===== config.mk =====
export PLATFORM = sky130hd
export DESIGN_NAME = turbo_frame_sched_flat
export DESIGN_NICKNAME = d
export VERILOG_FILES = /design/src/rtl/turbo_frame_sched_if.sv /design/src/rtl/turbo_frame_sched.sv /design/src/flat_wrapper.sv
export SDC_FILE = /design/constraint.sdc
export NUM_CORES = 1
export LEC_CHECK = 0
export CAP_MARGIN = 25
export CORE_ASPECT_RATIO = 0.5
export CORE_MARGIN = 5
export CORE_UTILIZATION = 40
export CTS_CLUSTER_DIAMETER = 30
export DETAILED_ROUTE_END_ITERATION = 8
export PLACE_DENSITY_LB_ADDON = 0.05
export SYNTH_ARGS = -nofsm -noshare
export SYNTH_HDL_FRONTEND = slang
export SYNTH_SLANG_ARGS = --single-unit

===== constraint.sdc =====
create_clock -name clk -period 9.9 [get_ports clk]
set_input_delay 1.98 -clock clk [delete_from_list [all_inputs] [get_ports clk]]
set_output_delay 1.98 -clock clk [all_outputs]
set_load 0.02 [all_outputs]

===== src/rtl/turbo_frame_sched_if.sv =====
// Handshake and bus bundle for turbo_frame_sched: serial capture inputs plus the
// shared interleaved nibble output stream and status pulses.
interface turbo_frame_sched_if #(
    parameter int IDX_W = 4
);
    logic             i_start;
    logic             i_bit_valid;
    logic             i_sys_in;
    logic             i_p1_in;
    logic             i_p2_in;
    logic             i_out_ready;
    logic             o_out_valid;
    logic [3:0]       o_out_data;
    logic [1:0]       o_out_sel;
    logic [IDX_W-1:0] o_out_idx;
    logic             o_out_last;
    logic             o_busy;
    logic             o_done;
    logic             o_start_drop;

    modport slave (
        input  i_start, i_bit_valid, i_sys_in, i_p1_in, i_p2_in, i_out_ready,
        output o_out_valid, o_out_data, o_out_sel, o_out_idx, o_out_last,
               o_busy, o_done, o_start_drop
    );

    modport master (
        output i_start, i_bit_valid, i_sys_in, i_p1_in, i_p2_in, i_out_ready,
        input  o_out_valid, o_out_data, o_out_sel, o_out_idx, o_out_last,
               o_busy, o_done, o_start_drop
    );
endinterface


===== src/rtl/turbo_frame_sched.sv =====
// Turbo encoder output-stage frame scheduler: captures one frame of sys/p1/p2
// serial bits, then emits them as interleaved nibbles under valid/ready.
module turbo_frame_sched #(
    parameter int FRAME_BITS = 64,
    parameter int IDX_W      = 4
) (
    input logic                 clk,
    input logic                 rst,
    turbo_frame_sched_if.slave  io
);
    localparam int CNT_W = $clog2(FRAME_BITS + 1);
    localparam logic [IDX_W-1:0] MAX_IDX = IDX_W'(FRAME_BITS / 4 - 1);

    typedef enum logic [1:0] {
        IDLE,
        LOAD,
        DRAIN
    } state_t;

    state_t                  r_state;
    logic [FRAME_BITS-1:0]   r_sysBuf;
    logic [FRAME_BITS-1:0]   r_p1Buf;
    logic [FRAME_BITS-1:0]   r_p2Buf;
    logic [CNT_W-1:0]        r_bitCnt;
    logic                    r_outValid;
    logic [3:0]              r_outData;
    logic [1:0]              r_outSel;
    logic [IDX_W-1:0]        r_outIdx;
    logic                    r_outLast;
    logic                    r_busy;
    logic                    r_done;
    logic                    r_startDrop;

    logic [1:0]              w_advSel;
    logic [IDX_W-1:0]        w_advIdx;
    logic [FRAME_BITS-1:0]   w_selBuf;
    logic [IDX_W+1:0]        w_base;
    logic [3:0]              w_advNibble;
    logic [FRAME_BITS-1:0]   w_loadSys;
    logic                    w_handshake;

    // Next position in the sys,p1,p2-per-index interleave and the nibble it names.
    // Buffers are frozen during DRAIN, so the lookup can be done one step ahead.
    always_comb begin
        w_advSel = r_outSel + 2'd1;
        w_advIdx = r_outIdx;
        if (r_outSel == 2'd2) begin
            w_advSel = 2'd0;
            w_advIdx = r_outIdx + IDX_W'(1);
        end
        case (w_advSel)
            2'd0:    w_selBuf = r_sysBuf;
            2'd1:    w_selBuf = r_p1Buf;
            default: w_selBuf = r_p2Buf;
        endcase
        w_base      = (IDX_W+2)'(FRAME_BITS - 1) - {w_advIdx, 2'b00};
        w_advNibble = w_selBuf[w_base -: 4];
    end

    assign w_loadSys   = {r_sysBuf[FRAME_BITS-2:0], io.i_sys_in};
    assign w_handshake = r_outValid & io.i_out_ready;

    // Single FSM with all outputs registered; the first nibble is taken from the
    // incoming shift value so out_valid rises right after the final captured bit.
    always_ff @(posedge clk or posedge rst) begin
        if (rst) begin
            r_state     <= IDLE;
            r_sysBuf    <= '0;
            r_p1Buf     <= '0;
            r_p2Buf     <= '0;
            r_bitCnt    <= '0;
            r_outValid  <= 1'b0;
            r_outData   <= 4'd0;
            r_outSel    <= 2'd0;
            r_outIdx    <= '0;
            r_outLast   <= 1'b0;
            r_busy      <= 1'b0;
            r_done      <= 1'b0;
            r_startDrop <= 1'b0;
        end else begin
            r_done      <= 1'b0;
            r_startDrop <= io.i_start && (r_state != IDLE);
            case (r_state)
                IDLE: begin
                    if (io.i_start) begin
                        r_state  <= LOAD;
                        r_bitCnt <= '0;
                        r_busy   <= 1'b1;
                    end
                end
                LOAD: begin
                    if (io.i_bit_valid) begin
                        r_sysBuf <= w_loadSys;
                        r_p1Buf  <= {r_p1Buf[FRAME_BITS-2:0], io.i_p1_in};
                        r_p2Buf  <= {r_p2Buf[FRAME_BITS-2:0], io.i_p2_in};
                        r_bitCnt <= r_bitCnt + CNT_W'(1);
                        if (r_bitCnt == CNT_W'(FRAME_BITS - 1)) begin
                            r_state    <= DRAIN;
                            r_outValid <= 1'b1;
                            r_outData  <= w_loadSys[FRAME_BITS-1 -: 4];
                            r_outSel   <= 2'd0;
                            r_outIdx   <= '0;
                            r_outLast  <= 1'b0;
                        end
                    end
                end
                DRAIN: begin
                    if (w_handshake) begin
                        if (r_outLast) begin
                            r_state    <= IDLE;
                            r_outValid <= 1'b0;
                            r_outLast  <= 1'b0;
                            r_busy     <= 1'b0;
                            r_done     <= 1'b1;
                        end else begin
                            r_outSel  <= w_advSel;
                            r_outIdx  <= w_advIdx;
                            r_outData <= w_advNibble;
                            r_outLast <= (w_advSel == 2'd2) && (w_advIdx == MAX_IDX);
                        end
                    end
                end
                default: begin
                    r_state <= IDLE;
                end
            endcase
        end
    end

    assign io.o_out_valid  = r_outValid;
    assign io.o_out_data   = r_outData;
    assign io.o_out_sel    = r_outSel;
    assign io.o_out_idx    = r_outIdx;
    assign io.o_out_last   = r_outLast;
    assign io.o_busy       = r_busy;
    assign io.o_done       = r_done;
    assign io.o_start_drop = r_startDrop;
endmodule

===== src/flat_wrapper.sv =====
// flat-port wrapper written by rule: the top's interface ports become plain ports
module turbo_frame_sched_flat 
#(
    parameter int FRAME_BITS = 64,
    parameter int IDX_W      = 4
)
  (clk, rst, io_i_start, io_i_bit_valid, io_i_sys_in, io_i_p1_in, io_i_p2_in, io_i_out_ready, io_o_out_valid, io_o_out_data, io_o_out_sel, io_o_out_idx, io_o_out_last, io_o_busy, io_o_done, io_o_start_drop);
  turbo_frame_sched_if #(.IDX_W(IDX_W)) io_i ();
  input logic clk;
  input logic rst;
  input wire logic [$bits(io_i.i_start)-1:0] io_i_start;
  input wire logic [$bits(io_i.i_bit_valid)-1:0] io_i_bit_valid;
  input wire logic [$bits(io_i.i_sys_in)-1:0] io_i_sys_in;
  input wire logic [$bits(io_i.i_p1_in)-1:0] io_i_p1_in;
  input wire logic [$bits(io_i.i_p2_in)-1:0] io_i_p2_in;
  input wire logic [$bits(io_i.i_out_ready)-1:0] io_i_out_ready;
  output wire logic [$bits(io_i.o_out_valid)-1:0] io_o_out_valid;
  output wire logic [$bits(io_i.o_out_data)-1:0] io_o_out_data;
  output wire logic [$bits(io_i.o_out_sel)-1:0] io_o_out_sel;
  output wire logic [$bits(io_i.o_out_idx)-1:0] io_o_out_idx;
  output wire logic [$bits(io_i.o_out_last)-1:0] io_o_out_last;
  output wire logic [$bits(io_i.o_busy)-1:0] io_o_busy;
  output wire logic [$bits(io_i.o_done)-1:0] io_o_done;
  output wire logic [$bits(io_i.o_start_drop)-1:0] io_o_start_drop;
  assign io_i.i_start = io_i_start;
  assign io_i.i_bit_valid = io_i_bit_valid;
  assign io_i.i_sys_in = io_i_sys_in;
  assign io_i.i_p1_in = io_i_p1_in;
  assign io_i.i_p2_in = io_i_p2_in;
  assign io_i.i_out_ready = io_i_out_ready;
  assign io_o_out_valid = io_i.o_out_valid;
  assign io_o_out_data = io_i.o_out_data;
  assign io_o_out_sel = io_i.o_out_sel;
  assign io_o_out_idx = io_i.o_out_idx;
  assign io_o_out_last = io_i.o_out_last;
  assign io_o_busy = io_i.o_busy;
  assign io_o_done = io_i.o_done;
  assign io_o_start_drop = io_i.o_start_drop;
  turbo_frame_sched #(.FRAME_BITS(FRAME_BITS), .IDX_W(IDX_W)) u_core (.clk(clk), .rst(rst), .io(io_i));
endmodule

Yosys cells after proc, flatten, opt, wreduce, memory -nomap -nowiden --
Index checks and enable logic that the tools add are counted.
Word-level totals: latch bits 0, logic and storage cells 89, memories kept 0, output and inout bits 15, flip-flop bits (word level) 216, RAM bits 0, bits in read-only memories 0
Cells by class: reductions and logical operators 15, equal/unequal tests 13, divide/modulo/power cells 0, bitwise logic cells 1, multiply operators 0, add/sub/neg operators 4, magnitude comparators 0, shift operators 1, muxes and demuxes 42
Operator list (number):
- $pmux 64 s2 | 1
- $shiftx 67x7->4 | 1
- $mux 4 | 9
- $mux 2 | 10
- $pmux 4 s2 | 2
- $reduce_and 5->1 | 3
- $mux 7 | 2
- $pmux 7 s2 | 1
- $mux 1 | 12
- $reduce_and 4->1 | 2
- $reduce_bool 2->1 | 4
- $add 7x1->7 const B | 1
- $eq 7x6->1 const B | 1
- $eq 2x2->1 const B | 3
- $ne 2x1->1 const B | 3
- $ne 2x2->1 const B | 3
- $pmux 1 s2 | 3
- $pmux 2 s3 | 1
- $sub 6x6->6 const A | 1
- $add 4x1->4 const B | 1
- $eq 2x1->1 const B | 2
- $eq 4x4->1 const B | 1
- $logic_not 2->1 | 2
- $pmux 2 s2 | 1
- 5 further kinds | 6

Depth between registers and ports, before layout --
depth in word-level cells 8, mapped depth 9, mapped depth without buffers 7

Least setup slack after synthesis --
Ideal clock, no wire load.
path type in2reg, start point in io_i_bit_valid, end point reg u_core.r_p1Buf[0], required time 9775 ps, slack 6618 ps, data arrival time 3157 ps, path buffers 3, library setup time 125 ps, stages on the path 5, cells stage by stage and2_1 clkbuf_1 clkbuf_1 buf_2 mux2_2
Between the ends: cells in the longest elaborated chain, start to end 1
RTL lines:
- start: declaration | line flat_wrapper.sv:12 | input wire logic [$bits(io_i.i_bit_valid)-1:0] io_i_bit_valid;
- $reduce_and 2->1 (no line)
- end signal: assignment | line turbo_frame_sched.sv:94 | r_p1Buf <= {r_p1Buf[FRAME_BITS-2:0], io.i_p1_in};
- end: declaration | line turbo_frame_sched.sv:22 | logic [FRAME_BITS-1:0] r_p1Buf;
Every way passes these cells. A chain may end at the register's enable or synchronous reset.

Final worst setup path --
start point reg u_core.r_outIdx[0], in the netlist u_core.io.o_out_idx[0], end point out io_o_out_idx[0]
RTL lines:
- start: declaration | line turbo_frame_sched.sv:28 | logic [IDX_W-1:0] r_outIdx;
- start signal: assignment | line turbo_frame_sched.sv:117 | r_outIdx <= w_advIdx;
- end: declaration | line flat_wrapper.sv:20 | output wire logic [$bits(io_i.o_out_idx)-1:0] io_o_out_idx;
No word-level cell between the ends.

==> impl_metrics.json <==
{
  "r2r_end": "u_core.io.o_out_data[3]",
  "grt_usage_pct": 15.9,
  "gp_congestion": 0.798,
  "syn-num-nets": 725,
  "final_hold_viol_count": 0,
  "crit_required_ps": 7920,
  "cts_max_level": 2,
  "final_nets": 754,
  "fin_crit_sh_pct": 41.3,
  "skew_ps": 13.8,
  "synth_edf_count": 0,
  "dp_hpwl_um": 14600,
  "timing.fmax_ghz": 0.244,
  "hold_path_depth": 1,
  "power_mw": 2.78,
  "synth_area_leaders": "dfrtp_1 53%, mux2_2 23%, mux4_2 4.7%",
  "yosys.area.top_type": "dfrtp_1",
  "via_per_inst": 5.26,
  "utilization_pct": 47.4,
  "crit_path_top_delay_cell": "clkdlybuf4s50_1",
  "cts-root-buf": "clkbuf_16",
  "clock_latency_ps": 510,
  "regArea_sq_um": 5410,
  "whs_endpoint": "u_core.r_p2Buf[63]",
  "multiInputGateArea_sq_um": 4400,
  "yosys_warnings": 0,
  "path_max_fanout": 37,
  "slew_viol_final": 0,
  "dieArea_sq_um": 28700,
  "grt_pass1_wl_um": 36100,
  "crit_type": "flop to output port",
  "routed_wl_um": 22300,
  "drive_above_1_share_pct": 40.7,
  "grt_max_degree": 84,
  "antenna_found_initial": 0,
  "core_region_area_sq_um": 25000,
  "io_buffers": 22,
  "row_count": 41,
  "die_h_um": 122,
  "fin_setup_tns_ps": 0,
  "area_growth_pct": 17.5,
  "ys_ff_latch": 216,
  "vdd_drop_max_mv": 0.106,
  "hp-start": "u_core.r_p2Buf[63]",
  "yosysTopAreaCellShare_pct": 53.5,
  "drc_errors": 0,
  "syn_area_sq_um": 10100,
  "hold_buffers": 0,
  "tightest_slew_ps": 963,
  "r2r_start": "u_core.io.o_out_sel[0]",
  "synthCells": 715,
  "firstDrtPassIters": 4,
  "initial_core_util_pct": 40.4,
  "reg2reg_depth": 8,
  "synthDistinctLibCells": 51,
  "first_global_vias": 6067,
  "antenna_cells": 0,
  "ys_async_sr_fraction_pct": 100,
  "synthFlopType": "dfrtp_1",
  "cts.path.max_buffers": 3,
  "cts.sinks": 216,
  "hold_ws_ps": 505,
  "wire_per_inst_um": 20.0,
  "avgSynthCellArea_sq_um": 14.1,
  "path_cells": "buf_4, clkdlybuf4s50_1",
  "worstPathArrival_ps": 2110,
  "hp-class": "flop to flop",
  "run_status": "complete, no violations",
  "p_leak_nw": 5.35,
  "cts_repair_resize_count": 0,
  "die_w_um": 235,
  "cp_slowest_stage_delay_ps": 730,
  "cts.clk_slew.worst_paths_ps": 50,
  "power_density_nw_per_um2": 234,
  "crit_path_end_kind": "output port",
  "rsz0062_at_grt": "false",
  "post_cts_buffers": 0,
  "drt_iter0_drc": 333,
  "crit_path_start_kind": "flop",
  "max_cap_violations": 0,
  "regToRegSetupSlack_ps": 6400,
  "fillers": 2284,
  "vias": 5872,
  "ioPinCount": 23,
  "cts_buffers": 36,
  "grt-ovfl-total": 0,
  "setup_viol": 0,
  "ant_nets": 0,
  "slew_headroom_pct": 35.8,
  "seq_area_frac_synth_pct": 53.5,
  "cts_tree": "built",
  "fin_crit_ps": 4090
}
[per-layer routing]
metal | wire (um) | GRT usage (%) | part of all wire (%)
met5 | 0 | 0 | 0
met4 | 342 | 3.86 | 1.5
met3 | 1170 | 3.95 | 5.2
met2 | 9080 | 22.1 | 41
met1 | 11700 | 24.7 | 53
[cell usage in the layout, fill, tap and decap left out, types with 3 or more instances in the layout]
cell / instances
clkinv_2: 7
nand3_1: 3
mux2_2: 208
mux2i_1: 39
nor2b_1: 4
inv_1: 4
clkinv_4: 3
xnor2_1: 3
nand2_1: 31
clkbuf_16: 37
o21ai_0: 16
bufinv_16: 4
a21oi_1: 22
o41ai_1: 3
nor3_1: 4
nor4b_1: 3
mux4_2: 21
dfrtp_1: 214
nand4_1: 3
mux4_1: 4
clkdlybuf4s50_1: 22
buf_4: 10
clkinvlp_4: 3
xor2_1: 4
a22o_1: 6
o2bb2ai_1: 3
inv_6: 6
clkbuf_8: 5
nor2_1: 28
o31ai_1: 4
o22ai_1: 6
[critical path: cells and delay by family (launching register included)]
family	cells	cell delay (ps)
DFF	1	340
buffers and inverters	2	1250
[how the worst max path moves through the flow]
stage	startpoint	depth (start not counted)	endpoint	slack (ps)
5_1_grt	u_core.io.o_out_idx[0]	2	io_o_out_idx[0]	5720
4_1_cts	u_core.io.o_out_idx[0]	2	io_o_out_idx[0]	5750
6_report	u_core.io.o_out_idx[0]	2	io_o_out_idx[0]	5810
3_5_place_dp	io_i_bit_valid	4	u_core.r_p2Buf[28]	5400
2_1_floorplan	rst	1	u_core.io.o_busy	2010
3_3_place_gp	io_i_bit_valid	4	u_core.r_p1Buf[9]	5410
[state kept, by name, summed over array words and instances (netlist names)]
name / cells
u_core.io.o_start_drop: 1
u_core.r_p2Buf: 64
u_core.io.o_out_sel: 2
u_core.io.o_out_data: 4
u_core.io.o_out_valid: 1
u_core.io.o_busy: 1
u_core.r_state: 2
u_core.io.o_out_last: 1
u_core.r_sysBuf: 64
u_core.r_bitCnt: 7
u_core.r_p1Buf: 64
u_core.io.o_out_idx: 4
u_core.io.o_done: 1
[where the power goes]
part | internal [mW] | total (mW) | switching (mW) | leakage, nW
clock | 0.832 | 1.28 | 0.452 | 0.617
sequential | 1.04 | 1.17 | 0.124 | 2.87
combinational | 0.201 | 0.327 | 0.126 | 1.86
[cells in the mapped netlist, drive strengths merged, types with 2 or more instances]
cell / number
o21ai: 16
ha: 2
nor3b: 2
a21oi: 22
xnor2: 3
o211ai: 2
o2bb2ai: 3
nand2: 31
mux4: 25
o31ai: 4
nor4b: 3
a22o: 6
o41ai: 3
nand2b: 3
nor3: 4
mux2: 208
or3: 2
a2111oi: 2
o22ai: 6
o221ai: 2
nor2: 28
mux2i: 40
clkbuf: 11
nand3b: 2
dfrtp: 216
buf: 32
nand4: 3
nor2b: 4
nand3: 3
o21a: 2
a211oi: 2
xor2: 6
inv: 5
a21o: 2
[cell type report]
class | count | share of cell area, %
Timing Repair Buffer | 34 | 2.95
Clock inverter | 23 | 2.16
Tap cell | 344 | 3.62
Inverter | 6 | 0.253
Sequential cell | 216 | 45.5
Clock buffer | 43 | 8.41
Multi-Input combinational cell | 450 | 37.1
[per-stage QoR]
stage / cells / cell area (sq um) / worst slack, ps
global route: 1116 / 11900 / 5720
finish: 1116 / 11900 / 5810
detailed placement: 1047 / 10600 / 5400
CTS: 1113 / 11800 / 5750
floorplan: 715 / 10100 / 2010
global placement: 1047 / 10600 / 5410
[kinds of logic (layout without fill, tap and decap cells)]
| family | count (synthesis) | in the layout | share of synthesized area [%] |
|---|---|---|---|
| compound gates | 76 | 76 | 4.85 |
| xor+xnor | 9 | 9 | 1.15 |
| fa+ha+maj | 2 | 2 | 0.248 |
| buf+inv | 49 | 106 | 3.00 |
| flops | 216 | 216 | 53.5 |
| mux | 273 | 273 | 33.0 |
| simple gates | 90 | 90 | 4.28 |
Note: power is estimated with default switching activity, not from simulation.
